**config.mk**
```make
export PLATFORM = sky130hd
export DESIGN_NAME = ps2_key_tracker
export DESIGN_NICKNAME = d
export VERILOG_FILES = /design/src/rtl/ps2_pkg.sv /design/src/rtl/ps2_prefix_fsm.sv /design/src/rtl/ps2_key_tracker.sv
export SDC_FILE = /design/constraint.sdc
export NUM_CORES = 1
export LEC_CHECK = 0
export ABC_AREA = 1
export CORE_MARGIN = 3
export CORE_UTILIZATION = 44
export CTS_BUF_LIST = sky130_fd_sc_hd__clkbuf_4
export DETAILED_ROUTE_END_ITERATION = 10
export PLACE_DENSITY = 0.87
export SYNTH_ARGS = -nofsm -noshare
export SYNTH_HDL_FRONTEND = slang
export SYNTH_SLANG_ARGS = --single-unit
```
**constraint.sdc**
```tcl
create_clock -name clk -period 2.25 [get_ports clk]
set_input_delay 0.675 -clock clk [delete_from_list [all_inputs] [get_ports clk]]
set_output_delay 0.675 -clock clk [all_outputs]
set_load 0.03 [all_outputs]
```
**src/rtl/ps2_pkg.sv**
```systemverilog
// rtl/ps2_pkg.sv - shared constants and prefix-state type for the PS/2 key tracker
// Contents: prefix byte values, maximum tracked key count, prefix FSM state enum.
package ps2_pkg;

  localparam logic [7:0] PS2_EXT_PREFIX   = 8'hE0;
  localparam logic [7:0] PS2_BREAK_PREFIX = 8'hF0;
  localparam int         PS2_MAX_KEYS     = 16;

  typedef enum logic [1:0] {
    ST_IDLE    = 2'd0,
    ST_EXT     = 2'd1,
    ST_BRK     = 2'd2,
    ST_EXT_BRK = 2'd3
  } ps2_state_e;

endpackage

```
**src/rtl/ps2_prefix_fsm.sv**
```systemverilog
// rtl/ps2_prefix_fsm.sv - PS/2 set-2 prefix decoder (E0 / F0) producing qualified code bytes
// Ports:
//   clk, reset_n         clock, synchronous active-low reset
//   scan_done_tick       byte strobe from the PS/2 receiver
//   scan_code[7:0]       received byte
//   code_valid           high in the same cycle as a non-prefix byte tick
//   code_ext, code_brk   prefix context that applies to code_byte
//   code_byte[7:0]       the code byte itself
module ps2_prefix_fsm
  import ps2_pkg::*;
(
  input  logic       clk,
  input  logic       reset_n,
  input  logic       scan_done_tick,
  input  logic [7:0] scan_code,
  output logic       code_valid,
  output logic       code_ext,
  output logic       code_brk,
  output logic [7:0] code_byte
);

  ps2_state_e state_q, state_d;

  // Outputs are combinational so the key array can register its update in
  // the cycle right after the code byte tick.
  always_comb begin
    state_d    = state_q;
    code_valid = 1'b0;
    code_ext   = (state_q == ST_EXT) || (state_q == ST_EXT_BRK);
    code_brk   = (state_q == ST_BRK) || (state_q == ST_EXT_BRK);
    code_byte  = scan_code;
    if (scan_done_tick) begin
      if (scan_code == PS2_EXT_PREFIX) begin
        // E0 restarts the sequence; an earlier F0 is dropped.
        state_d = ST_EXT;
      end else if (scan_code == PS2_BREAK_PREFIX) begin
        case (state_q)
          ST_IDLE: state_d = ST_BRK;
          ST_EXT:  state_d = ST_EXT_BRK;
          default: state_d = state_q;
        endcase
      end else begin
        code_valid = 1'b1;
        state_d    = ST_IDLE;
      end
    end
  end

  always_ff @(posedge clk) begin
    if (!reset_n) begin
      state_q <= ST_IDLE;
    end else begin
      state_q <= state_d;
    end
  end

endmodule

```
**src/rtl/ps2_key_tracker.sv**
```systemverilog
// rtl/ps2_key_tracker.sv - held/released tracker with press/release pulses for NUM_KEYS programmable keys
// Config macro: PS2_TYPEMATIC_EN (press_tick also pulses on repeated makes of a held key).
// Ports:
//   clk, reset_n              clock, synchronous active-low reset
//   scan_done_tick, scan_code byte stream from the PS/2 receiver
//   key_codes[8*NUM_KEYS]     per-key scan code, key i at [8i+7:8i]
//   key_ext[NUM_KEYS]         per-key E0-prefix requirement
//   key_down[NUM_KEYS]        held state
//   press_tick, release_tick  one-cycle make/break event pulses
//   any_down                  registered OR of key_down
module ps2_key_tracker
  import ps2_pkg::*;
#(
  parameter int NUM_KEYS = 4
) (
  input  logic                  clk,
  input  logic                  reset_n,
  input  logic                  scan_done_tick,
  input  logic [7:0]            scan_code,
  input  logic [8*NUM_KEYS-1:0] key_codes,
  input  logic [NUM_KEYS-1:0]   key_ext,
  output logic [NUM_KEYS-1:0]   key_down,
  output logic [NUM_KEYS-1:0]   press_tick,
  output logic [NUM_KEYS-1:0]   release_tick,
  output logic                  any_down
);

`ifdef PS2_TYPEMATIC_EN
  localparam logic TYPEMATIC = 1'b1;
`else
  localparam logic TYPEMATIC = 1'b0;
`endif

  logic       code_valid;
  logic       code_ext;
  logic       code_brk;
  logic [7:0] code_byte;

  ps2_prefix_fsm u_prefix_fsm (
    .clk            (clk),
    .reset_n        (reset_n),
    .scan_done_tick (scan_done_tick),
    .scan_code      (scan_code),
    .code_valid     (code_valid),
    .code_ext       (code_ext),
    .code_brk       (code_brk),
    .code_byte      (code_byte)
  );

  logic [NUM_KEYS-1:0] match;
  logic [NUM_KEYS-1:0] key_down_q, key_down_d;
  logic [NUM_KEYS-1:0] press_tick_q, press_tick_d;
  logic [NUM_KEYS-1:0] release_tick_q, release_tick_d;
  logic                any_down_q, any_down_d;

  // Duplicate code/ext entries match together, so every slot compares
  // independently.
  for (genvar i = 0; i < NUM_KEYS; i++) begin : g_key
    assign match[i] = code_valid
                   && (key_codes[8*i +: 8] == code_byte)
                   && (key_ext[i] == code_ext);
  end

  always_comb begin
    key_down_d     = key_down_q;
    press_tick_d   = '0;
    release_tick_d = '0;
    for (int i = 0; i < NUM_KEYS; i++) begin
      if (match[i]) begin
        key_down_d[i]     = !code_brk;
        press_tick_d[i]   = !code_brk && (TYPEMATIC || !key_down_q[i]);
        release_tick_d[i] = code_brk && key_down_q[i];
      end
    end
    // Built from the registered key state, hence one cycle behind key_down.
    any_down_d = |key_down_q;
  end

  always_ff @(posedge clk) begin
    if (!reset_n) begin
      key_down_q     <= '0;
      press_tick_q   <= '0;
      release_tick_q <= '0;
      any_down_q     <= 1'b0;
    end else begin
      key_down_q     <= key_down_d;
      press_tick_q   <= press_tick_d;
      release_tick_q <= release_tick_d;
      any_down_q     <= any_down_d;
    end
  end

  assign key_down     = key_down_q;
  assign press_tick   = press_tick_q;
  assign release_tick = release_tick_q;
  assign any_down     = any_down_q;

endmodule

```
======== Yosys cells after proc, flatten, opt, wreduce, memory -nomap -nowiden ========
Cells that the tools add are included.
storage, ports and cells
  flip-flop bits (word level) ............. 15
  input bits .............................. 47
  output and inout bits ................... 13
  word-level logic and storage cells ...... 64
operators by class
  equal/unequal tests ..................... 14
  mux-type cells .......................... 6
  reduce and logical (&&, ||, !) cells .... 30
operator list
  operator              number
  $eq A8 B8 Y1          4
  $eq A8 B8 Y1 const B  2
  $logic_and A1 B1 Y1   16
  $reduce_and A2 Y1     5
  $logic_not A1 Y1      5
  $eq A1 B1 Y1          4
  $eq A2 B2 Y1 const B  2
  $mux W2               2
  $ne A4 B2 Y1 const B  1
  $pmux W2 S2           1
  $reduce_or A4 Y1      1
  $mux W1               3
  $eq A2 B1 Y1 const B  1
  $logic_not A2 Y1      1
  $logic_or A1 B1 Y1    2

======== Logic depth before layout (Yosys ltp) ========
  depth in word-level cells ............... 7
  depth in mapped cells ................... 9
  depth with buffers taken out ............ 9

======== Hierarchy ========
From an unflattened synthesis, not the netlist that was laid out.
unflattened totals
  cells, all modules ...................... 269
  area total of the unflattened synthesis .. 1416.4 µm²
by module, submodules not included
  module           times used  cells an instance  area each (µm²)  sequential area each (µm²)
  ps2_key_tracker  1           235                1216.2           260.2
  ps2_prefix_fsm   1           34                 200.2            40.0

======== Worst setup path after synthesis ========
Ideal clock, no wire load.
  kind .................................... input-to-reg
  start ................................... in scan_code[1]
  end ..................................... reg press_tick_q[1], in the netlist press_tick[1]
  setup time .............................. 131 ps
  data arrival time ....................... 1346 ps
  required time ........................... 2119 ps
  path slack .............................. 773 ps
  stages on the path ...................... 7
  path buffers ............................ 1
  cell sequence ........................... buf_2 > nor2_2 > nand3_2 > nor2_4 > nor2_4 > nand4_1 > nor2_1
on the way
  word-level cells in the longest chain between the ends .. 7
  elaborated cells on any way between the ends .. 9
  those cells by class .................... eq/ne (3); mux (3); reduce/logical (3)
ends and longest elaborated chain
  item                                    line                   source
  start: declaration                      ps2_key_tracker.sv:19  input logic [7:0] scan_code,
  $eq A8 B8 Y1                            ps2_prefix_fsm.sv:36   end else if (scan_code == PS2_BREAK_PREFIX) begin
  $mux W1                                 ps2_prefix_fsm.sv:36
  $mux W1                                 ps2_prefix_fsm.sv:33   if (scan_code == PS2_EXT_PREFIX) begin
  $mux W1                                 ps2_prefix_fsm.sv:32   if (scan_done_tick) begin
  $logic_and A1 B1 Y1 (*)                 ps2_key_tracker.sv:60  && (key_codes[8*i +: 8] == code_byte)
  $logic_and A1 B1 Y1 (*)                 ps2_key_tracker.sv:61  && (key_ext[i] == code_ext);
  $reduce_and A2 Y1 (no source line) (*)  n/a
  end signal: assignment                  ps2_key_tracker.sv:87  press_tick_q <= press_tick_d;
  end: declaration                        ps2_key_tracker.sv:52  logic [NUM_KEYS-1:0] press_tick_q, press_tick_d;
Every way passes the cells marked *; elsewhere a longest branch is shown, timed or not.
A chain may end at the register's enable or synchronous reset.

======== Worst setup path after layout ========
  start ................................... reg key_down_q[0], in the netlist key_down[0]
  end ..................................... out key_down[0]
RTL lines
  item                      line                   source
  start: declaration        ps2_key_tracker.sv:51  logic [NUM_KEYS-1:0] key_down_q, key_down_d;
  start signal: assignment  ps2_key_tracker.sv:86  key_down_q <= key_down_d;
  end: declaration          ps2_key_tracker.sv:22  output logic [NUM_KEYS-1:0] key_down,
No word-level cell between the ends.

==> run_results.csv <==
group,metric,value,unit
drt,drtIter0Drc,34,
pwr,power_density,334,nW/µm²
synthesis,ys_ff_latch,15,
drt,wl_per_cell,9.51,µm
finish,final_common_cell,"nand2_1",
synthesis,synth_compound_area_frac,0.0126,
placement,place.gp.congestion,0.814,
drt,post_drt_via_cell_ratio,4.56,
pwr,leakage,0.940,nW
synthesis,synth_area,1190,µm²
clock_tree,cts_max_level,1,
worst_setup_path,max_stage_delay,0.71,ns
worst_setup_path,crit_slowest_cell,"clkdlybuf4s50_1",
run_status,outcome,"finished, final reports clean",
finish,syn_to_final_growth,53.7,%
grt,grtUsageTotal,0.183,
synthesis,synth_xor_area_frac,0.0881,
grt,grt_pass1_vias,1240,
clock_tree,cts_hold_buf,0,
placement,hpwl,2540,µm
grt,grt_overflow_total,0,
drt,vias,1383,
clock_tree,cts_tree,"yes",
worst_setup_path,end_kind,"output pin",
worst_setup_path,r2r_cells,9,
synthesis,synth_mux_area_frac,0,
drt,routed_wirelength,2880,µm
synthesis,synth-simple-area-share,0.512,
synthesis,yosysUniqueCellTypes,17,
timing,worst_slew_pin_slew,0.329,ns
worst_setup_path,critPathLaunchType,"register",
synthesis,ys_seq_area_frac,0.252,
die,dieHeight,58.1,µm
die,fp.dieW,58.1,µm
finish,final_cell_mix,"nand2_1, clkdlybuf4s50_1, inv_1",
clock_tree,insertion_delay,0.28,ns
worst_setup_path,crit_arrival,1.39,ns
timing,rsz0062_at_grt,"no",
die,initial_core_util,0.473,
worst_setup_path,setup.worst_path.start,"key_down[0]",
die,boundaryPins,60,
finish,finalNetCount,321,
timing,fin_ws,0.185,ns
worst_setup_path,reg2reg_from,"u_prefix_fsm.state_q[0]",
clock_tree,numCtsBuffers,3,
job,maxCapViolCount,0,
drt,first_pass_iters,4,
clock_tree,root_buffer,"clkbuf_4",
worst_setup_path,cp_top_family,"buffers and inverters",
placement,portBuffers,59,
synthesis,synthAdderAreaFrac,0,
worst_setup_path,worstPathCellList,"clkdlybuf4s50_1",
timing,setup_viol,0,
finish,fillers,231,
drt,drc,0,
drt,drtAntennaViolNets,0,
die,die-area,3370,µm²
synthesis,syn_area_per_cell,5.60,µm²
worst_setup_path,rrSetupSlack,0.96,ns
grt,grt_first_pass_wirelength,4920,µm
die,rows,18,
hold_path,min_to,"press_tick[2]",
clock_tree,clkTransAtPathRegs,0.09,ns
finish,diodes,0,
worst_setup_path,required,1.57,ns
timing,maxSlewHeadroom,0.780,
timing,hold_viol_final,0,
clock_tree,cts_setup_buffers,0,
synthesis,syn_nets,260,
timing,slew_viol_final,0,
timing,tns,0,ns
hold_path,hp-start,"key_down[2]",
worst_setup_path,path_max_fanout,5,
finish,layout-drive-gt1-share,0.0842,
clock_tree,cts_resized,0,
synthesis,yosys_warnings,0,
synthesis,synth_top_family_by_area,"simple AND/OR/NAND/NOR gates",
hold_path,hold_path.class,"register to register",
hold_path,hold_depth,1,
timing,finalCritPeriodShare,0.918,
grt,antenna_found_initial,0,
timing,skew,0.00615,ns
timing,max_freq,484,MHz
die,core,2520,µm²
synthesis,syn_inst,213,
clock_tree,clkSinkCount,15,
timing,period_needed,2.07,ns
worst_setup_path,r2r_end,"key_down[1]",
worst_setup_path,crit_buf_inv,1,
placement,pre_cts_slack,0.0871,ns
worst_setup_path,critPathKind,"register to output pin",
grt,grt_max_degree,10,
clock_tree,cts_max_path_buffers,2,
pwr,vdd_drop_max,0.000371,V
[how the worst max path moves through the flow]
stage,end,slack [ns],cells after the start
finish,key_down[0],0.18,1
CTS,key_down[0],0.17,1
floorplan,press_tick[1],0.77,7
detailed placement,key_down[1],0.09,10
global route,key_down[0],0.13,1
global placement,key_down[1],0.1,10
[power breakdown]
group          switching [mW]  leakage [nW]  internal, mW  total [mW]
registers             0.00163         0.121         0.266       0.268
clock network          0.0796        0.0177        0.0659       0.145
logic                  0.0891         0.802         0.111       0.200
[metrics by stage]
| step | utilization | total power, mW | hold WS, ns | cell area [µm²] | instances |
|---|---|---|---|---|---|
| 2_1_floorplan | - | 0.368 | 0.493 | 1190 | 213 |
| 3_3_place_gp | 0.716 | 0.472 | 0.458 | 1810 | 299 |
| 3_5_place_dp | 0.716 | 0.475 | 0.465 | 1810 | 299 |
| 4_1_cts | 0.727 | 0.619 | 0.483 | 1830 | 303 |
| 5_1_grt | 0.727 | 0.654 | 0.500 | 1830 | 303 |
| 6_report | 0.727 | 0.613 | 0.489 | 1830 | 303 |
[flip-flops by register name, summed over array words and instances, names as in the netlist]
signal / count
any_down: 1
press_tick: 4
release_tick: 4
u_prefix_fsm.state_q: 2
key_down: 4
[cells in the mapped netlist, drive strengths merged]
cell,count,area (µm²)
nand4,5,31.3
a21oi,2,10.0
nor4,1,6.26
nand3,14,85.1
xnor2,4,35.0
inv,37,139
o21ai,1,5.00
xor2,8,70.1
dfxtp,15,300
buf,4,22.5
nor2,31,146
nand2,91,342
[final cells by class]
cell class,count,area (µm²),share of cell area
clock inverter,1,5.00,0.00273
tap,30,37.5,0.0205
sequential,15,300,0.164
inverter,37,139,0.0758
timing repair buffer,60,598,0.326
clock buffer,3,22.5,0.0123
multi-input combinational,157,731,0.399
[cells by family (layout without fill, tap and decap cells)]
logic type      count (synthesis)  in the layout
xor+xnor                       12             12
simple gates                  142            142
flops                          15             15
buf+inv                        41            101
compound gates                  3              3
[metal layers]
layer,global-route usage,vias to the layer above,share of wire
met4,0.0662,0,0.014
met1,0.226,573,0.42
met2,0.316,55,0.49
li1,-,751,-
met3,0.0312,4,0.069
met5,0,-,0
Note: power is estimated with default switching activity, not from simulation.
